## src/rtl/ni_packetizer_pkg.sv

```systemverilog
`default_nettype none
// ============================================================================
// Module   : ni_packetizer_pkg
// Purpose  : Shared flit-id codes, header field offsets and packetizer states
// Revision : 1.0 - initial release
// ============================================================================
package ni_packetizer_pkg;

  localparam int FLIT_ID_W = 3;
  localparam int ADDR_W    = 4;
  localparam int SEQ_W     = 12;

  // HEADER must stay identical to the code the router's LBDR stage decodes.
  localparam logic [FLIT_ID_W-1:0] HEADER = 3'b001;
  localparam logic [FLIT_ID_W-1:0] BODY   = 3'b010;
  localparam logic [FLIT_ID_W-1:0] TAIL   = 3'b100;

  localparam int HDR_DST_LSB = 25;
  localparam int HDR_SRC_LSB = 21;
  localparam int HDR_LEN_LSB = 13;
  localparam int HDR_SEQ_LSB = 1;

  typedef enum logic [1:0] {
    IDLE    = 2'd0,
    HDR     = 2'd1,
    PAYLOAD = 2'd2,
    ZTAIL   = 2'd3
  } state_e;

endpackage
`default_nettype wire

```

## src/rtl/ni_credit_counter.sv

```systemverilog
`default_nettype none
// ============================================================================
// Module   : ni_credit_counter
// Purpose  : Tracks free slots in the downstream router input FIFO
// Revision : 1.0 - initial release
// ============================================================================
module ni_credit_counter #(
  parameter int FIFO_DEPTH = 4,
  parameter int CNT_W      = $clog2(FIFO_DEPTH + 1)
) (
  input  logic             clk,
  input  logic             rst,
  input  logic             consume,
  input  logic             credit_in,
  output logic [CNT_W-1:0] credit_cnt,
  output logic             has_credit
);

  localparam logic [CNT_W-1:0] FULL = CNT_W'(FIFO_DEPTH);

  logic [CNT_W-1:0] credit_cnt_q;
  logic [CNT_W-1:0] credit_cnt_d;

  // A return and a spend in the same cycle cancel; returns beyond depth are dropped.
  always_comb begin
    credit_cnt_d = credit_cnt_q;
    if (consume && !credit_in) begin
      credit_cnt_d = credit_cnt_q - CNT_W'(1);
    end else if (credit_in && !consume && (credit_cnt_q != FULL)) begin
      credit_cnt_d = credit_cnt_q + CNT_W'(1);
    end
  end

  always_ff @(posedge clk) begin
    if (rst) begin
      credit_cnt_q <= FULL;
    end else begin
      credit_cnt_q <= credit_cnt_d;
    end
  end

  assign credit_cnt = credit_cnt_q;
  assign has_credit = (credit_cnt_q != '0);

endmodule
`default_nettype wire

```

## src/rtl/ni_packetizer.sv

```systemverilog
`default_nettype none
// ============================================================================
// Module   : ni_packetizer
// Purpose  : NI transmit side, builds HEADER/BODY/TAIL flits with credit flow
//            control. NI_PARITY_EN adds flit_parity and skips self-addressed
//            packets in pkt_count.
// Revision : 1.0 - initial release
// ============================================================================
module ni_packetizer
  import ni_packetizer_pkg::*;
#(
  parameter int DATA_W     = 32,
  parameter int FIFO_DEPTH = 4,
  parameter int LEN_W      = 8
) (
  input  logic                clk,
  input  logic                rst,
  input  logic [ADDR_W-1:0]   cur_addr_rst,
  input  logic                req_valid,
  output logic                req_ready,
  input  logic [ADDR_W-1:0]   req_dst,
  input  logic [LEN_W-1:0]    req_len,
  input  logic                pl_valid,
  output logic                pl_ready,
  input  logic [DATA_W-4:0]   pl_data,
  output logic [DATA_W-1:0]   flit_out,
  output logic                flit_valid,
`ifdef NI_PARITY_EN
  output logic                flit_parity,
`endif
  input  logic                credit_in,
  output logic                busy,
  output logic [15:0]         pkt_count
);

  localparam int PL_W  = DATA_W - FLIT_ID_W;
  localparam int CNT_W = $clog2(FIFO_DEPTH + 1);

  state_e             state_q, state_d;
  logic [ADDR_W-1:0]  dst_q, dst_d;
  logic [ADDR_W-1:0]  cur_addr_q;
  logic [LEN_W-1:0]   len_q, len_d;
  logic [LEN_W-1:0]   rem_q, rem_d;
  logic [SEQ_W-1:0]   seq_q, seq_d;
  logic [15:0]        pkt_count_q, pkt_count_d;
  logic [DATA_W-1:0]  flit_out_q, flit_out_d;
  logic               flit_valid_q, flit_valid_d;
  logic [DATA_W-1:0]  hdr_flit;
  logic               emit;
  logic               done;
  logic               count_en;
  logic [CNT_W-1:0]   credit_cnt;
  logic               has_credit;

  ni_credit_counter #(
    .FIFO_DEPTH (FIFO_DEPTH),
    .CNT_W      (CNT_W)
  ) u_credit (
    .clk        (clk),
    .rst        (rst),
    .consume    (emit),
    .credit_in  (credit_in),
    .credit_cnt (credit_cnt),
    .has_credit (has_credit)
  );

`ifdef NI_PARITY_EN
  assign count_en = (dst_q != cur_addr_q);
`else
  assign count_en = 1'b1;
`endif

  always_comb begin
    hdr_flit = '0;
    hdr_flit[DATA_W-1 -: FLIT_ID_W]     = HEADER;
    hdr_flit[HDR_DST_LSB +: ADDR_W]     = dst_q;
    hdr_flit[HDR_SRC_LSB +: ADDR_W]     = cur_addr_q;
    hdr_flit[HDR_LEN_LSB +: LEN_W]      = len_q;
    hdr_flit[HDR_SEQ_LSB +: SEQ_W]      = seq_q;
  end

  always_comb begin
    state_d     = state_q;
    dst_d       = dst_q;
    len_d       = len_q;
    rem_d       = rem_q;
    seq_d       = seq_q;
    pkt_count_d = pkt_count_q;
    flit_out_d  = flit_out_q;
    emit        = 1'b0;
    done        = 1'b0;
    req_ready   = 1'b0;
    pl_ready    = 1'b0;

    case (state_q)
      IDLE: begin
        req_ready = 1'b1;
        if (req_valid) begin
          dst_d   = req_dst;
          len_d   = req_len;
          state_d = HDR;
        end
      end
      HDR: begin
        if (has_credit) begin
          emit       = 1'b1;
          flit_out_d = hdr_flit;
          if (len_q == '0) begin
            state_d = ZTAIL;
          end else begin
            rem_d   = len_q;
            state_d = PAYLOAD;
          end
        end
      end
      PAYLOAD: begin
        pl_ready = (credit_cnt != '0);
        if (pl_valid && pl_ready) begin
          emit  = 1'b1;
          rem_d = rem_q - LEN_W'(1);
          if (rem_q > LEN_W'(1)) begin
            flit_out_d = {BODY, pl_data};
          end else begin
            flit_out_d = {TAIL, pl_data};
            done       = 1'b1;
            state_d    = IDLE;
          end
        end
      end
      ZTAIL: begin
        if (has_credit) begin
          emit       = 1'b1;
          flit_out_d = {TAIL, PL_W'(0)};
          done       = 1'b1;
          state_d    = IDLE;
        end
      end
      default: state_d = IDLE;
    endcase

    flit_valid_d = emit;
    if (done) begin
      seq_d = seq_q + SEQ_W'(1);
      if (count_en) begin
        pkt_count_d = pkt_count_q + 16'd1;
      end
    end
  end

  always_ff @(posedge clk) begin
    if (rst) begin
      state_q      <= IDLE;
      dst_q        <= '0;
      len_q        <= '0;
      rem_q        <= '0;
      seq_q        <= '0;
      pkt_count_q  <= '0;
      flit_out_q   <= '0;
      flit_valid_q <= 1'b0;
      cur_addr_q   <= cur_addr_rst;
    end else begin
      state_q      <= state_d;
      dst_q        <= dst_d;
      len_q        <= len_d;
      rem_q        <= rem_d;
      seq_q        <= seq_d;
      pkt_count_q  <= pkt_count_d;
      flit_out_q   <= flit_out_d;
      flit_valid_q <= flit_valid_d;
    end
  end

`ifdef NI_PARITY_EN
  logic flit_parity_q;

  always_ff @(posedge clk) begin
    if (rst) begin
      flit_parity_q <= 1'b0;
    end else if (emit) begin
      flit_parity_q <= ^flit_out_d;
    end
  end

  assign flit_parity = flit_parity_q;
`endif

  assign flit_out   = flit_out_q;
  assign flit_valid = flit_valid_q;
  assign busy       = (state_q != IDLE);
  assign pkt_count  = pkt_count_q;

endmodule
`default_nettype wire

```

## config.mk

```make
export PLATFORM = sky130hd
export DESIGN_NAME = ni_packetizer
export DESIGN_NICKNAME = d
export VERILOG_FILES = /design/src/rtl/ni_packetizer_pkg.sv /design/src/rtl/ni_credit_counter.sv /design/src/rtl/ni_packetizer.sv
export SDC_FILE = /design/constraint.sdc
export NUM_CORES = 1
export LEC_CHECK = 0
export CAP_MARGIN = 20
export CORE_ASPECT_RATIO = 1.2
export CORE_MARGIN = 3
export CORE_UTILIZATION = 55
export DETAILED_ROUTE_END_ITERATION = 8
export DONT_BUFFER_PORTS = 1
export PLACE_DENSITY = 0.72
export SETUP_SLACK_MARGIN = 0.1
export SKIP_LAST_GASP = 1
export SLEW_MARGIN = 20
export SYNTH_ARGS = -nofsm -noshare
export SYNTH_HDL_FRONTEND = slang
export SYNTH_SLANG_ARGS = --single-unit
```

## constraint.sdc

```tcl
create_clock -name clk -period 3.3 [get_ports clk]
set_clock_uncertainty 0.2 [all_clocks]
set_input_delay 0.66 -clock clk [delete_from_list [all_inputs] [get_ports clk]]
set_output_delay 0.66 -clock clk [all_outputs]
set_load 0.02 [all_outputs]
```

==> results of run 1 <==
worst min path at each step:
stage | start | to | slack, ns | depth (start not counted)
after global placement | dst_q[0] | dst_q[0] | 0.24 | 2
after CTS | rst | flit_out[0] | 0.14 | 1
after floorplan | dst_q[0] | dst_q[0] | 0.24 | 2
after global routing | rst | flit_out[0] | 0.14 | 1
final | rst | flit_out[0] | 0.17 | 1
after detailed placement | dst_q[0] | dst_q[0] | 0.24 | 2
cell usage after synthesis (3+ instances only):
library cell  count
dfxtp_1          86
nor2_1           65
nand2_1          46
a21oi_1          34
clkbuf_1         32
nor3_1           31
a221oi_1         29
o21ai_0          20
xor2_1           20
o211ai_1         10
inv_1             9
o2111ai_1         8
and2_1            7
and3_1            4
edfxtp_1          4
ha_1              4
nand4_1           4
or3_1             4
and4_1            3
nand3_1           3
nor2b_1           3
o311ai_0          3
cell usage in the layout, fill, tap and decap left out, drive strengths merged, types with 3 or more instances in the layout:
| cell | count |
|---|---|
| nor2b | 3 |
| and4 | 3 |
| inv | 10 |
| o311ai | 3 |
| a21oi | 34 |
| nand2 | 46 |
| nand4 | 4 |
| buf | 6 |
| nand3 | 3 |
| a221oi | 29 |
| and2 | 7 |
| nor3 | 31 |
| ha | 4 |
| o2111ai | 8 |
| dfxtp | 86 |
| or3 | 4 |
| and3 | 4 |
| clkbuf | 10 |
| nor2 | 66 |
| clkinv | 4 |
| o21ai | 21 |
| o211ai | 10 |
| edfxtp | 4 |
| or4 | 3 |
| xor2 | 20 |
| nor4 | 3 |
kinds of logic after synthesis:
group,count (synthesis),share of synthesized area [%]
and+or+nand+nor,182,21.7
DFF,90,46.8
buffers and inverters,42,4.01
xor gates and xnor gates,22,4.90
AOI/OAI and AO/OA,120,20.8
adders and majority gates,5,1.78
flip-flops by register name (all words and copies together) (netlist names):
signal and cells:
pkt_count 16, len_q 8, seq_q 12, dst_q 4, flit_out 32, rem_q 8
u_credit.credit_cnt 3, flit_valid 1, state_q 2, cur_addr_q 4
power by group through the flow:
stage,clock (mW),combinational (mW),sequential [mW]
6_report,0.735,0.439,1.37
5_1_grt,0.801,0.504,1.38
4_1_cts,0.755,0.440,1.37
3_5_place_dp,0,0.439,1.39
3_3_place_gp,0,0.427,1.39
2_1_floorplan,0,0.377,1.36
final cells by class:
type                       instances  area (µm²)
multi-input combinational        329        1940
clock buffer                      10         128
inverter                           9        33.8
sequential                        90        1840
clock inverter                     6        65.1
timing repair buffer               6        45.0
tap                               87         109
fill                             634        2730
routing by layer:
metal	global-route usage, %	up-vias
met5	0	-
li1	-	1630
met1	29.1	1561
met3	6.61	16
met4	10.3	0
met2	38.3	135
metrics by stage:
step	power [mW]	utilization, %
after floorplan	1.73	-
after global placement	1.82	57.6
after detailed placement	1.83	57.6
after CTS	2.56	60.4
after global routing	2.69	60.4
final	2.54	60.4
critical path: stages (launching register included):
cell and delay (ns):
dfxtp_1 0.38, or4_4 0.59, nor4_4 0.37, buf_4 0.31, o21ai_1 0.17, or3_1 0.38, a21oi_1 0.15
==> results.yml, run 1 <==
status:
  status: "finished clean"
floorplan:
  io_pins: 102
  fp.dieW_um: 83.2
  rows: 33
  initial_utilization_pct: 57.0
  die_y_um: 98.6
  dieArea_um2: 8210
  fp.coreArea_um2: 6900
yosys:
  synth_top_area_share_pct: 43.8
  synth_area_per_cell_um2: 8.53
  synth_area_um2: 3930
  synth.area.top_cells: "dfxtp_1, a221oi_1, nor2_1"
  async_reset_ff_share_pct: 0
  yosysSeqAreaShare_pct: 46.8
  synth_top_area_cell: "dfxtp_1"
  syn_nets: 516
  ys_ff_latch: 90
  synthCells: 461
  synth-main-ff-cell: "dfxtp_1"
  post_synth_num_cell_types: 46
  synth_edf_count: 4
  ys_warn_count: 0
setup_path:
  regToRegSetupSlack_ns: 0.69
  setup.worst_path.start: "rem_q[3]"
  r2r_cells: 6
  critPathLaunchType: "register"
  arrival_ns: 2.71
  end_kind: "register"
  critPathCapture: "pkt_count[12]"
  critical_path_class: "reg -> reg"
  worstPathMaxFanout: 22
  reg2reg_from: "rem_q[3]"
  required_ns: 3.39
  r2r-end: "pkt_count[12]"
global_route:
  grt_max_degree: 89
  overflow: 0
  first_global_vias: 3197
  track_usage_pct: 23.5
  grt_pass1_wl_um: 15700
  antenna_found_initial: 0
routing:
  postRouteAntennaNets: 0
  wl_per_cell_um: 17.8
  dr.first_iter.drc_count: 198
  highest_layer: "met4"
  routed_wl_um: 9540
  wl_met3_um: 794
  vias: 3342
  drt_pass1_iterations: 4
  met2RoutedLength_um: 4630
  viasPerCell: 6.22
  drc_errors: 0
  drt-met1-wl_um: 3870
clock_network:
  cts_buffers: 9
  clock_sinks: 90
  path_clk_slew_ns: 0.09
  root_buffer: "clkbuf_8"
  cts_tree: "yes"
  clkLatencyLatePin_ns: 0.36
  postCtsHoldBufs: 0
  clk_path_buf_depth: 2
  cts_resized: 0
  cts_setup_buffers: 0
  cts-htree-levels: 3
sta:
  fin_tns_setup_ns: 0
  fin_crit_sh_pct: 79.2
  worst_slew_pin_slew_ns: 0.658
  fmaxAchievable_ghz: 0.382
  timing.hold.ws_ns: 0.174
  slew_headroom_pct: 56.2
  finalWorstSetupSlack_ns: 0.685
  hold_viol: 0
  setup_viol_count_final: 0
  slew_violations: 0
  rsz0062_at_grt: "false"
  layout_min_cycle_time_ns: 2.61
place:
  hpwlAfterDp_um: 6500
  place_congestion: 0.868
  port_buffers: 0
  placed_cells: 521
  dpl_cell_area_um2: 3970
  pre_cts_ws_ns: 0.710
final_layout:
  insertedDiodeCount: 0
  nets: 500
  final_cell_area_um2: 4170
  fin_cells: 537
  drive_gt1_share_pct: 6.22
  layout-area-overhead-vs-synth_pct: 5.92
pwr:
  power_density_nw_per_um2: 610
  p_seq_share_pct: 53.8
  switching_share_pct: 32.6
  p_int_mw: 1.71
  combPwrFrac_pct: 17.3
  power.switching_uw: 830
  pwr-share-clk_pct: 28.9
  max-vdd-ir-drop_v: 0.000310
  p_leak_nw: 1.48
min_path:
  hp-class: "in -> reg"
run:
  cap_viol_max_count: 0
Note: power is estimated with default switching activity, not from simulation.
==> run 2: changes to the inputs <==
- clock period: 3.3 -> 2.7 ns (I/O delays scaled with it)
==> run 2 against run 1 <==
Compared with the run above:
- via count increased by 2.5%
- critical path type unchanged
- clock power increased by 12%
- largest power group unchanged
- critical path depth unchanged
- cell area increased by 0.84%
==> results.yml, run 2 (synthesis gave the netlist of run 1 again) <==
status:
  status: "finished clean"
final_layout:
  largest_register_ff_count: 32
  drive_gt1_share_pct: 7.44
  fillCellCount: 605
  insertedDiodeCount: 0
  layout-area-overhead-vs-synth_pct: 6.81
  final_cell_mix: "dfxtp_1, nor2_1, nand2_1"
  nets: 507
  final_common_cell: "dfxtp_1"
  final_cell_area_um2: 4200
sta:
  slew_headroom_pct: 55.3
  worst_slew_pin_slew_ns: 0.661
  setup_viol_count_final: 0
  rsz0062_at_grt: "false"
  slew_violations: 0
  hold_viol: 0
  fin_tns_setup_ns: 0
  layout_min_cycle_time_ns: 2.43
  fmaxAchievable_ghz: 0.411
  fin_crit_sh_pct: 90.1
routing:
  postRouteAntennaNets: 0
  vias: 3424
  dr.first_iter.drc_count: 221
  drt_pass1_iterations: 5
  drc_errors: 0
  viasPerCell: 6.29
  wl_per_cell_um: 18.1
  routed_wl_um: 9830
pwr:
  max-vdd-ir-drop_v: 0.000333
  power_density_nw_per_um2: 725
  p_leak_nw: 1.50
place:
  port_buffers: 0
  dpl_cell_area_um2: 4020
  hpwlAfterDp_um: 6720
  place_congestion: 0.909
floorplan:
  initial_utilization_pct: 57.0
  fp.dieW_um: 83.2
  io_pins: 102
  dieArea_um2: 8210
  rows: 33
  die_y_um: 98.6
  fp.coreArea_um2: 6900
min_path:
  hp-class: "in -> reg"
  hold_start: "rst"
global_route:
  grt_pass1_wl_um: 16100
  grt_max_degree: 89
  first_global_vias: 3298
  track_usage_pct: 24.1
  overflow: 0
  antenna_found_initial: 0
setup_path:
  critPathLaunchType: "register"
  end_kind: "register"
  setup.worst_path.start: "rem_q[3]"
  reg2reg_from: "rem_q[3]"
  critical_path_class: "reg -> reg"
  arrival_ns: 2.51
  worstPathMaxFanout: 9
  required_ns: 2.78
clock_network:
  cts-htree-levels: 3
  clkLatencyLatePin_ns: 0.35
  clk_path_buf_depth: 2
  postCtsHoldBufs: 0
  path_clk_slew_ns: 0.09
  cts_tree: "yes"
  clock_sinks: 90
  cts_buffers: 9
  root_buffer: "clkbuf_8"
run:
  cap_viol_max_count: 0
## run 2: layer usage
layer	track usage, %	up-vias	part of all wire, %
met5	0	-	0
li1	-	1648	-
met2	42.2	123	51
met4	10.3	0	1.6
met1	27.2	1637	40
met3	7.19	16	7.8
## run 2: worst paths after layout
kind                        end  slack, ns  depth (start not counted)
setup / recovery  pkt_count[14]       0.27                          6
hold / removal      flit_out[0]       0.05                          1
setup reg to reg  pkt_count[14]       0.27                          6
hold reg to reg        dst_q[3]       0.26                          2
## run 2: area by class of cell
type / count / area, µm² / area share [%]
Sequential cell: 90 / 1840 / 43.8
Timing Repair Buffer: 13 / 97.6 / 2.32
Clock buffer: 14 / 163 / 3.87
Tap cell: 87 / 109 / 2.59
Clock inverter: 2 / 12.5 / 0.298
Inverter: 9 / 33.8 / 0.804
Multi-Input combinational cell: 329 / 1940 / 46.3
## run 2: power by group
group / internal (mW) / total [mW] / switching [mW]
combinational: 0.209 / 0.551 / 0.343
sequential: 1.46 / 1.67 / 0.210
clock: 0.385 / 0.825 / 0.439
total: 2.06 / 3.05 / 0.992
## run 2: timing repair
action,in CTS,in global routing
gates resized for setup,0,0
endpoints found under the setup margin,0,1
buffers inserted,0,1
## run 2: per-stage QoR
step                      worst slack, ns  util, %  hold WS [ns]  total power [mW]  instances
after floorplan                     0.370        -         0.236              2.12        461
after global placement              0.247     58.3         0.240              2.23        527
after detailed placement            0.183     58.3         0.244              2.25        527
after CTS                           0.149     60.8        0.0330              3.07        543
after global routing                0.170     60.9        0.0241              3.22        544
final                               0.267     60.9        0.0502              3.05        544
## run 2: critical path, cell delays in order (launching register included)
cell,delay [ns]
dfxtp_1,0.38
or4_4,0.59
nor4_4,0.36
buf_4,0.19
o21ai_1,0.13
or3_1,0.37
a21oi_1,0.14
==> run 3: changes to the inputs <==
- HOLD_SLACK_MARGIN: default -> 0.05
==> run 3 against run 2 <==
Compared with the run above:
- critical path depth fell by 1
- fmax decreased by 0.54%
- non-clock buffer count increased by 5
- register-to-register slack is essentially flat
- sequential share of layout area decreased by 0.62 points
- clock power rose by 0.7%
- worst hold slack improved by 0.013 ns
- critical path type unchanged
- largest cell class unchanged
- highest routed layer unchanged
==> results.yml, run 3 (synthesis gave the netlist of run 1 again) <==
routing:
  viasPerCell: 6.34
  drt-met1-wl_um: 4180
  wl_met3_um: 772
  met2RoutedLength_um: 5410
  drt_pass1_iterations: 5
  wl_per_cell_um: 19.3
  vias: 3481
  dr.first_iter.drc_count: 196
  postRouteAntennaNets: 0
  drc_errors: 0
  routed_wl_um: 10600
  highest_layer: "met4"
sta:
  hold_viol: 0
  fin_tns_setup_ns: 0
  fmaxAchievable_ghz: 0.409
  fin_crit_sh_pct: 90.6
  layout_min_cycle_time_ns: 2.45
  slew_violations: 0
  rsz0062_at_grt: "false"
  setup_viol_count_final: 0
  timing.hold.ws_ns: 0.0634
  slew_headroom_pct: 43.7
  worst_slew_pin_slew_ns: 0.842
  finalWorstSetupSlack_ns: 0.254
final_layout:
  largest_register_ff_count: 32
  finish.utilization_pct: 61.8
  final_common_cell: "dfxtp_1"
  final_cell_area_um2: 4260
  insertedDiodeCount: 0
  final_cell_mix: "dfxtp_1, nor2_1, nand2_1"
  fin_cells: 549
  drive_gt1_share_pct: 7.58
  layout-area-overhead-vs-synth_pct: 8.33
  nets: 512
pwr:
  power_density_nw_per_um2: 724
  pwr-share-clk_pct: 26.9
  switching_share_pct: 33.2
  p_int_mw: 2.06
  power.switching_mw: 1.02
  p_leak_nw: 1.53
  total_power_mw: 3.09
  combPwrFrac_pct: 18.9
  max-vdd-ir-drop_v: 0.000334
  p_seq_share_pct: 54.2
clock_network:
  cts_resized: 0
  root_buffer: "clkbuf_8"
  cts-htree-levels: 3
  cts_tree: "yes"
  clk_path_buf_depth: 2
  cts_buffers: 9
  clock_sinks: 90
  clkLatencyLatePin_ns: 0.35
  path_clk_slew_ns: 0.08
global_route:
  first_global_vias: 3379
  track_usage_pct: 25.5
  antenna_found_initial: 0
  overflow: 0
  grt_pass1_wl_um: 16900
  grt_max_degree: 37
setup_path:
  r2r-end: "pkt_count[15]"
  cp_cell_sequence: "or4_4 -> nor4_4 -> nor2_2 -> or4_1 -> a21oi_1"
  worst_path_max_delay_cell: "or4_4"
  required_ns: 2.78
  timing.critical_path.buf_inv: 0
  cp_top_family: "simple AND/OR/NAND/NOR gates"
  critical_path_class: "reg -> reg"
  reg2reg_from: "rem_q[3]"
  critPathLaunchType: "register"
  r2r_cells: 5
  worst_path_largest_cell_delay_ns: 0.59
  end_kind: "register"
  regToRegSetupSlack_ns: 0.25
  arrival_ns: 2.52
  worstPathMaxFanout: 10
  setup.worst_path.start: "rem_q[3]"
  crit_cells: 5
  critPathCapture: "pkt_count[15]"
floorplan:
  fp.dieW_um: 83.2
  die_y_um: 98.6
  io_pins: 102
  rows: 33
  initial_utilization_pct: 57.0
  fp.coreArea_um2: 6900
  dieArea_um2: 8210
min_path:
  hp-class: "in -> reg"
  whs_path_depth: 1
place:
  place_congestion: 0.909
  pre_cts_ws_ns: 0.183
  dpl_cell_area_um2: 4020
  hpwlAfterDp_um: 6720
  port_buffers: 0
  placed_cells: 527
run:
  cap_viol_max_count: 0
status:
  status: "finished clean"
[run 3: worst reg2reg max path, stage by stage, from the launching register on]
cell and delay (ns):
dfxtp_1 0.39, or4_4 0.59, nor4_4 0.37, nor2_2 0.17, or4_1 0.52, a21oi_1 0.14
[run 3: how the worst min path moves through the flow]
stage	slack (ns)	start	to
floorplan	0.24	dst_q[0]	dst_q[0]
global placement	0.24	dst_q[2]	dst_q[2]
detailed placement	0.24	dst_q[3]	dst_q[3]
CTS	0.05	rst	u_credit.credit_cnt[1]
global route	0.05	rst	u_credit.credit_cnt[1]
finish	0.06	rst	u_credit.credit_cnt[1]
[run 3: layout make-up]
| class | count | area, µm² |
|---|---|---|
| Inverter | 9 | 33.8 |
| Fill cell | 599 | 2630 |
| Sequential cell | 90 | 1840 |
| Clock inverter | 2 | 12.5 |
| Multi-Input combinational cell | 329 | 1940 |
| Clock buffer | 14 | 163 |
| Timing Repair Buffer | 18 | 158 |
| Tap cell | 87 | 109 |
[run 3: layer usage]
metal	GRT usage, %	vias up
met5	0	-
met4	10.4	0
met3	7.02	31
met2	45.4	139
met1	28.8	1654
li1	-	1657
[run 3: power groups by stage]
stage          clock [mW]  sequential [mW]  combinational (mW)
2_1_floorplan           0             1.66               0.461
6_report            0.831             1.67               0.583
5_1_grt             0.900             1.69               0.661
3_5_place_dp            0             1.70               0.548
4_1_cts             0.844             1.67               0.574
3_3_place_gp            0             1.70               0.531
[run 3: timing repair]
action                                 in CTS  in global routing
endpoints found under the hold margin      31                  4
hold buffers                                4                  1
setup endpoints to repair                   0                  1
setup buffers                               0                  1
==> edit 1 (settings of run 2) <==
The package constant `SEQ_W` goes from 12 to 18.
--- a/src/rtl/ni_packetizer_pkg.sv
+++ b/src/rtl/ni_packetizer_pkg.sv
@@ -8,7 +8,7 @@
 
   localparam int FLIT_ID_W = 3;
   localparam int ADDR_W    = 4;
-  localparam int SEQ_W     = 12;
+  localparam int SEQ_W     = 18;
 
   // HEADER must stay identical to the code the router's LBDR stage decodes.
   localparam logic [FLIT_ID_W-1:0] HEADER = 3'b001;
Formal check against the unedited RTL: not equivalent (a bounded check fails within 4 cycles, from zero or initial values and one cycle with rst high).
==> edit 1 against run 2 <==
Fmax grew 1.6%; count of clock-buffer cells in the layout shrank 5; cell area grew 11%; synthesized cell count grew 12%; worst setup slack gained 0.039 ns; critical endpoint is now pl_ready; synthesized area grew 13%; routed wire length grew 11%; global-route usage shrank 0.31 points; die area grew 12%; register-to-register slack gained 0.08 ns; power grew 19%; sequential cell count grew 6; via count grew 15%.
==> edit 1: results (changes against run 2) <==
| Metric | Value |
|---|---|
| Seq/Total Area, Yosys | `44.3% (-2.5 points)` |
| DP Worst Slack | `0.384 ns (+0.201 ns)` |
| Top-area cell type share of the netlist area | `41.6% (-2.2 points)` |
| Worst vdd ir | `376 uV (+13%)` |
| Crit Path Max Fanout | `13 (+4)` |
| Top post-synthesis cells by count | `92 x dfxtp_1, 55 x a21oi_1, 47 x nor2_1, 39 x nand2_1, 29 x clkbuf_1` |
| Nets | `550 (+8.5%)` |
| Fill cell count | `693 (+15%)` |
| Post-Place Cells | `576 (+9.3%)` |
| Internal | `2.24 mW (+8.9%)` |
| Clock power share | `25.6% (-1.5 points)` |
| Syn nets | `571 (+11%)` |
| Top cells by area, synth | `dfxtp_1 42%, a21oi_1 6.2%, a221oi_1 4.9%` |
| Initial antenna violation count | `1 (+1)` |
| Layout cell share with drive strength beyond 1 | `6.60% (-0.84 points)` |
| Routing usage on met3 | `6.18% (-1.0 points)` |
| Post-Route WL | `10,900 um (+11%)` |
| M2 GR Usage | `39.2% (-3.0 points)` |
| Synth unique cells | `48 (+4.3%)` |
| Status | `finished, final reports clean` |
| First-pass GRT wire length | `17,700 um (+9.8%)` |
| WL per Instance | `18.4 um (+1.7%)` |
| Number of global-route vias before repair | `3,647 (+11%)` |
| Post-DP HPWL | `7430 um (+11%)` |
| GRT Total Usage | `23.8% (-0.31 points)` |
| Post-DP Area | `4450 um2 (+11%)` |
| Slew HR | `61.7% (+6.4 points)` |
| Worst-Skew Late Latency | `0.37 ns (+0.02 ns)` |
| Maximum number of pins on one net before global-route repair | `101 (+13%)` |
| Post-synthesis cell count | `516 (+12%)` |
| Leakage power | `1.52 nW (+0.95%)` |
| DRT iter0 DRCs | `209 (-5.4%)` |
| Logic gate share of total power | `24.7% (+6.6 points)` |
| Placer Congestion | `0.900 (-0.95%)` |
-- edit 1: cell types whose count changed after synthesis, moves of 7 or more --
cell,change
xor2_1,-19
o21ai_0,-19
a21oi_1,+21
or4_1,+25
nor2_1,-18
nand2_1,-7
o21ai_1,+10
o31ai_1,+25
nand4_1,+7
nand3_1,+14
-- edit 1: final timing paths --
path                            from                   endpoint  slack (ns)  cells past startpoint
max          state_q[1]$_SDFFE_PP0P_                   pl_ready        0.31                      2
min reg2reg    dst_q[2]$_SDFFE_PP0P_      dst_q[2]$_SDFFE_PP0P_        0.26                      2
max reg2reg    rem_q[0]$_SDFFE_PP0P_  pkt_count[9]$_SDFFE_PP0P_        0.35                      7
min                              rst  flit_out[25]$_SDFFE_PP0P_        0.04                      1
-- edit 1: logic make-up (layout without fill, tap and decap cells) --
family                   count (synthesis)  after routing  share of synthesized area (%)
AO/OA/AOI/OAI                          151            151                           23.3
multiplexers                             4              4                           1.02
flip-flops                              96             96                           44.3
XOR/XNOR                                 1              1                          0.198
AND/OR/NAND/NOR                        206            206                           24.5
buffers and inverters                   53             37                           5.08
adder cells (fa/ha/maj)                  5              5                           1.58
-- edit 1: per-layer routing --
layer / share of wire [%] / wire [um]
met1: 42 / 4560
met2: 51 / 5500
met3: 5.0 / 549
met4: 2.5 / 270
met5: 0 / 0
-- edit 1: cell type report --
cell class | instances | area (um2) | share of cell area [%]
Clock buffer | 9 | 124 | 2.66
Clock inverter | 7 | 73.8 | 1.59
Inverter | 12 | 45.0 | 0.969
Tap cell | 92 | 115 | 2.48
Timing Repair Buffer | 9 | 80.1 | 1.72
Multi-Input combinational cell | 367 | 2250 | 48.4
Sequential cell | 96 | 1960 | 42.2
-- edit 1: critical path, stage by stage, from the launching register on --
cell	delay (ns)
dfxtp_1	0.58
nand2b_1	0.28
nor2_1	0.42
==> edit 2 (config.mk and constraints of run 2) <==
Without the edit above. The 4 states of `state_e` get a one-hot encoding in 4 bits.
--- a/src/rtl/ni_packetizer_pkg.sv
+++ b/src/rtl/ni_packetizer_pkg.sv
@@ -20,11 +20,11 @@
   localparam int HDR_LEN_LSB = 13;
   localparam int HDR_SEQ_LSB = 1;
 
-  typedef enum logic [1:0] {
-    IDLE    = 2'd0,
-    HDR     = 2'd1,
-    PAYLOAD = 2'd2,
-    ZTAIL   = 2'd3
+  typedef enum logic [3:0] {
+    IDLE    = 4'b0001,
+    HDR     = 4'b0010,
+    PAYLOAD = 4'b0100,
+    ZTAIL   = 4'b1000
   } state_e;
 
 endpackage
Formal check against the unedited RTL: no difference found for any inputs over 4 cycles, from zero or initial values and one cycle with rst high; so few cycles prove little.
==> edit 2 against run 2 <==
Sequential share of layout area is 3.2 points lower; worst setup slack got worse by 0.10 ns; synthesized cell count is 14% higher; critical endpoint is now seq_q[11]$_SDFFE_PP0P_; count of clock-buffer cells in the layout fell by 5; core utilization grew 1.8 points; cell area rose by 11%; critical path depth fell by 1; sequential cell count up 2; synthesized area increased by 9.2%; routed wire length increased by 11%; cell count grew 11%.
Power is not compared: it rests on default switching activity, and its combinational part moved more than twofold at a synthesized area within 25%.
==> edit 2: results (changes against run 2) <==
| Metric | Value |
|---|---|
| Layout cell share with drive strength beyond 1 | `10.9% (+3.5 points)` |
| Crit Path Class | `flip-flop to flip-flop` |
| Slowest stage delay, CP | `0.53 ns (-0.06 ns)` |
| Clock root cell | `clkbuf_8` |
| YS warnings | `0 (unchanged)` |
| Number of synthesized flops with an enable pin | `4 (unchanged)` |
| Top post-synthesis cells by count | `88 x dfxtp_1, 58 x nand2_1, 57 x a21oi_1, 53 x nor2_1, 35 x clkbuf_1` |
| Syn nets | `579 (+12%)` |
| H-tree levels | `3 (unchanged)` |
| Clock buffer depth | `2 (unchanged)` |
| Primary FF master, synth | `dfxtp_1` |
| GRT Total Usage | `25.3% (+1.2 points)` |
| Adder-cell share of the synthesized area | `1.63% (-0.15 points)` |
| Worst vdd ir | `345 uV` |
| Critical Path AT | `2.65 ns (+0.14 ns)` |
| ANT cells | `0 (unchanged)` |
| Initial DRT Pass Iterations | `4 (-1)` |
| Vias per cell | `6.42 (+2.0%)` |
| Largest delay contributor family on the critical path | `simple AND/OR/NAND/NOR gates` |
| Port Buffers | `0 (unchanged)` |
| Worst-Skew Late Latency | `0.37 ns (+0.02 ns)` |
| Global route overflow | `0 (unchanged)` |
| CTS Buf Count | `9 (unchanged)` |
| Initial antenna violation count | `0 (unchanged)` |
| Top cells by area, synth | `dfxtp_1 41%, a21oi_1 6.6%, nand2_1 5.1%` |
| Crit Path Max Fanout | `7 (-2)` |
| Post-DP HPWL | `7110 um (+5.7%)` |
| Slew HR | `45.2% (-10 points)` |
| Status | `finished, final reports clean` |
| Post-DP Area | `4390 um2 (+9.2%)` |
| Placer Congestion | `0.818 (-9.9%)` |
| First-pass GRT wire length | `18,100 um (+12%)` |
| Seq/Total Area, Yosys | `43.8% (-3.0 points)` |
| Leakage power | `1.46 nW` |
| Nets | `563 (+11%)` |
| DP Worst Slack | `0.0210 ns (-0.162 ns)` |
| Postcts setup bufs | `0 (unchanged)` |
| Mux contribution to synthesized area | `0% (unchanged)` |
| Compound-Gate Fraction of Synth Area | `25.2% (+4.3 points)` |
| WL per Instance | `18.0 um (-0.25%)` |
| Worst hold path type | `input port to flip-flop` |
| Synth Area in XOR/XNOR | `0.612% (-4.3 points)` |
| Clock transition at path regs | `approximately 0.10 ns` |
| DRT iter0 DRCs | `216 (-2.3%)` |
| Maximum number of pins on one net before global-route repair | `95 (+6.7%)` |
| CP max-delay cell | `or4_4` |
| Largest register FFs | `32 (unchanged)` |
| Number of global-route vias before repair | `3,702 (+12%)` |
| Synth unique cells | `49 (+6.5%)` |
| FFs w/ async S/R, synth | `0% (unchanged)` |
## edit 2: cell types whose count changed after synthesis, sizes merged, moves of 17 or more
cell	delta
nor3	-18
a22oi	+22
xor2	-19
a21oi	+23
a221oi	-21
or4	+17
o31ai	+17
a211oi	+23
## edit 2: logic make-up (layout without fill, tap and decap cells)
family,Yosys count,in the layout
flops,92,92
buf+inv,56,42
xor+xnor,3,3
fa+ha+maj,5,5
compound gates,166,169
simple gates,202,202
## edit 2: through the flow
step | cells | utilization [%]
finish | 603 | 62.8
global route | 603 | 62.8
global placement | 584 | 59.3
CTS | 603 | 62.4
detailed placement | 584 | 59.3
floorplan | 524 | -
## edit 2: layout make-up
type / count / area (um2)
clock buffers: 9 / 124
flip-flops and latches: 92 / 1890
well taps: 90 / 113
inverters: 13 / 48.8
repair buffers: 13 / 110
clock inverters: 7 / 65.1
fillers: 697 / 2760
multi-input cells: 379 / 2300
## edit 2: worst paths after layout
path / cells past startpoint / endpoint / slack [ns] / from
hold / removal: 1 / seq_q[9]$_SDFFE_PP0P_ / 0.03 / rst
hold reg to reg: 2 / dst_q[1]$_SDFFE_PP0P_ / 0.26 / dst_q[1]$_SDFFE_PP0P_
setup reg to reg: 5 / seq_q[11]$_SDFFE_PP0P_ / 0.16 / rem_q[7]$_SDFFE_PP0P_
setup / recovery: 5 / seq_q[11]$_SDFFE_PP0P_ / 0.16 / rem_q[7]$_SDFFE_PP0P_
## edit 2: what timing repair did
item	CTS	global route
endpoints found under the setup margin	18	27
gates resized for setup	3	8
pin swaps	0	2
cloned	3	0
## edit 2: routing by layer
metal  part of all wire, %  GRT usage [%]  wire [um]
met1                    42           31.5       4610
met2                    49           42.8       5310
met3                   7.5           7.19        813
met4                   1.3           7.07        137
met5                     0              0          0
## edit 2: worst reg2reg max path, cell delays in order (launching register included)
cell and delay, ns:
dfxtp_1 0.32, or4_4 0.53, or4_4 0.50, o21ba_2 0.29, or4_1 0.50, a21oi_1 0.15
## edit 2: report_power, final
part | switching (mW) | internal [mW]
registers | 0.0799 | 1.42
logic | 0.130 | 0.0897
clock network | 0.553 | 0.357
total | 0.763 | 1.87
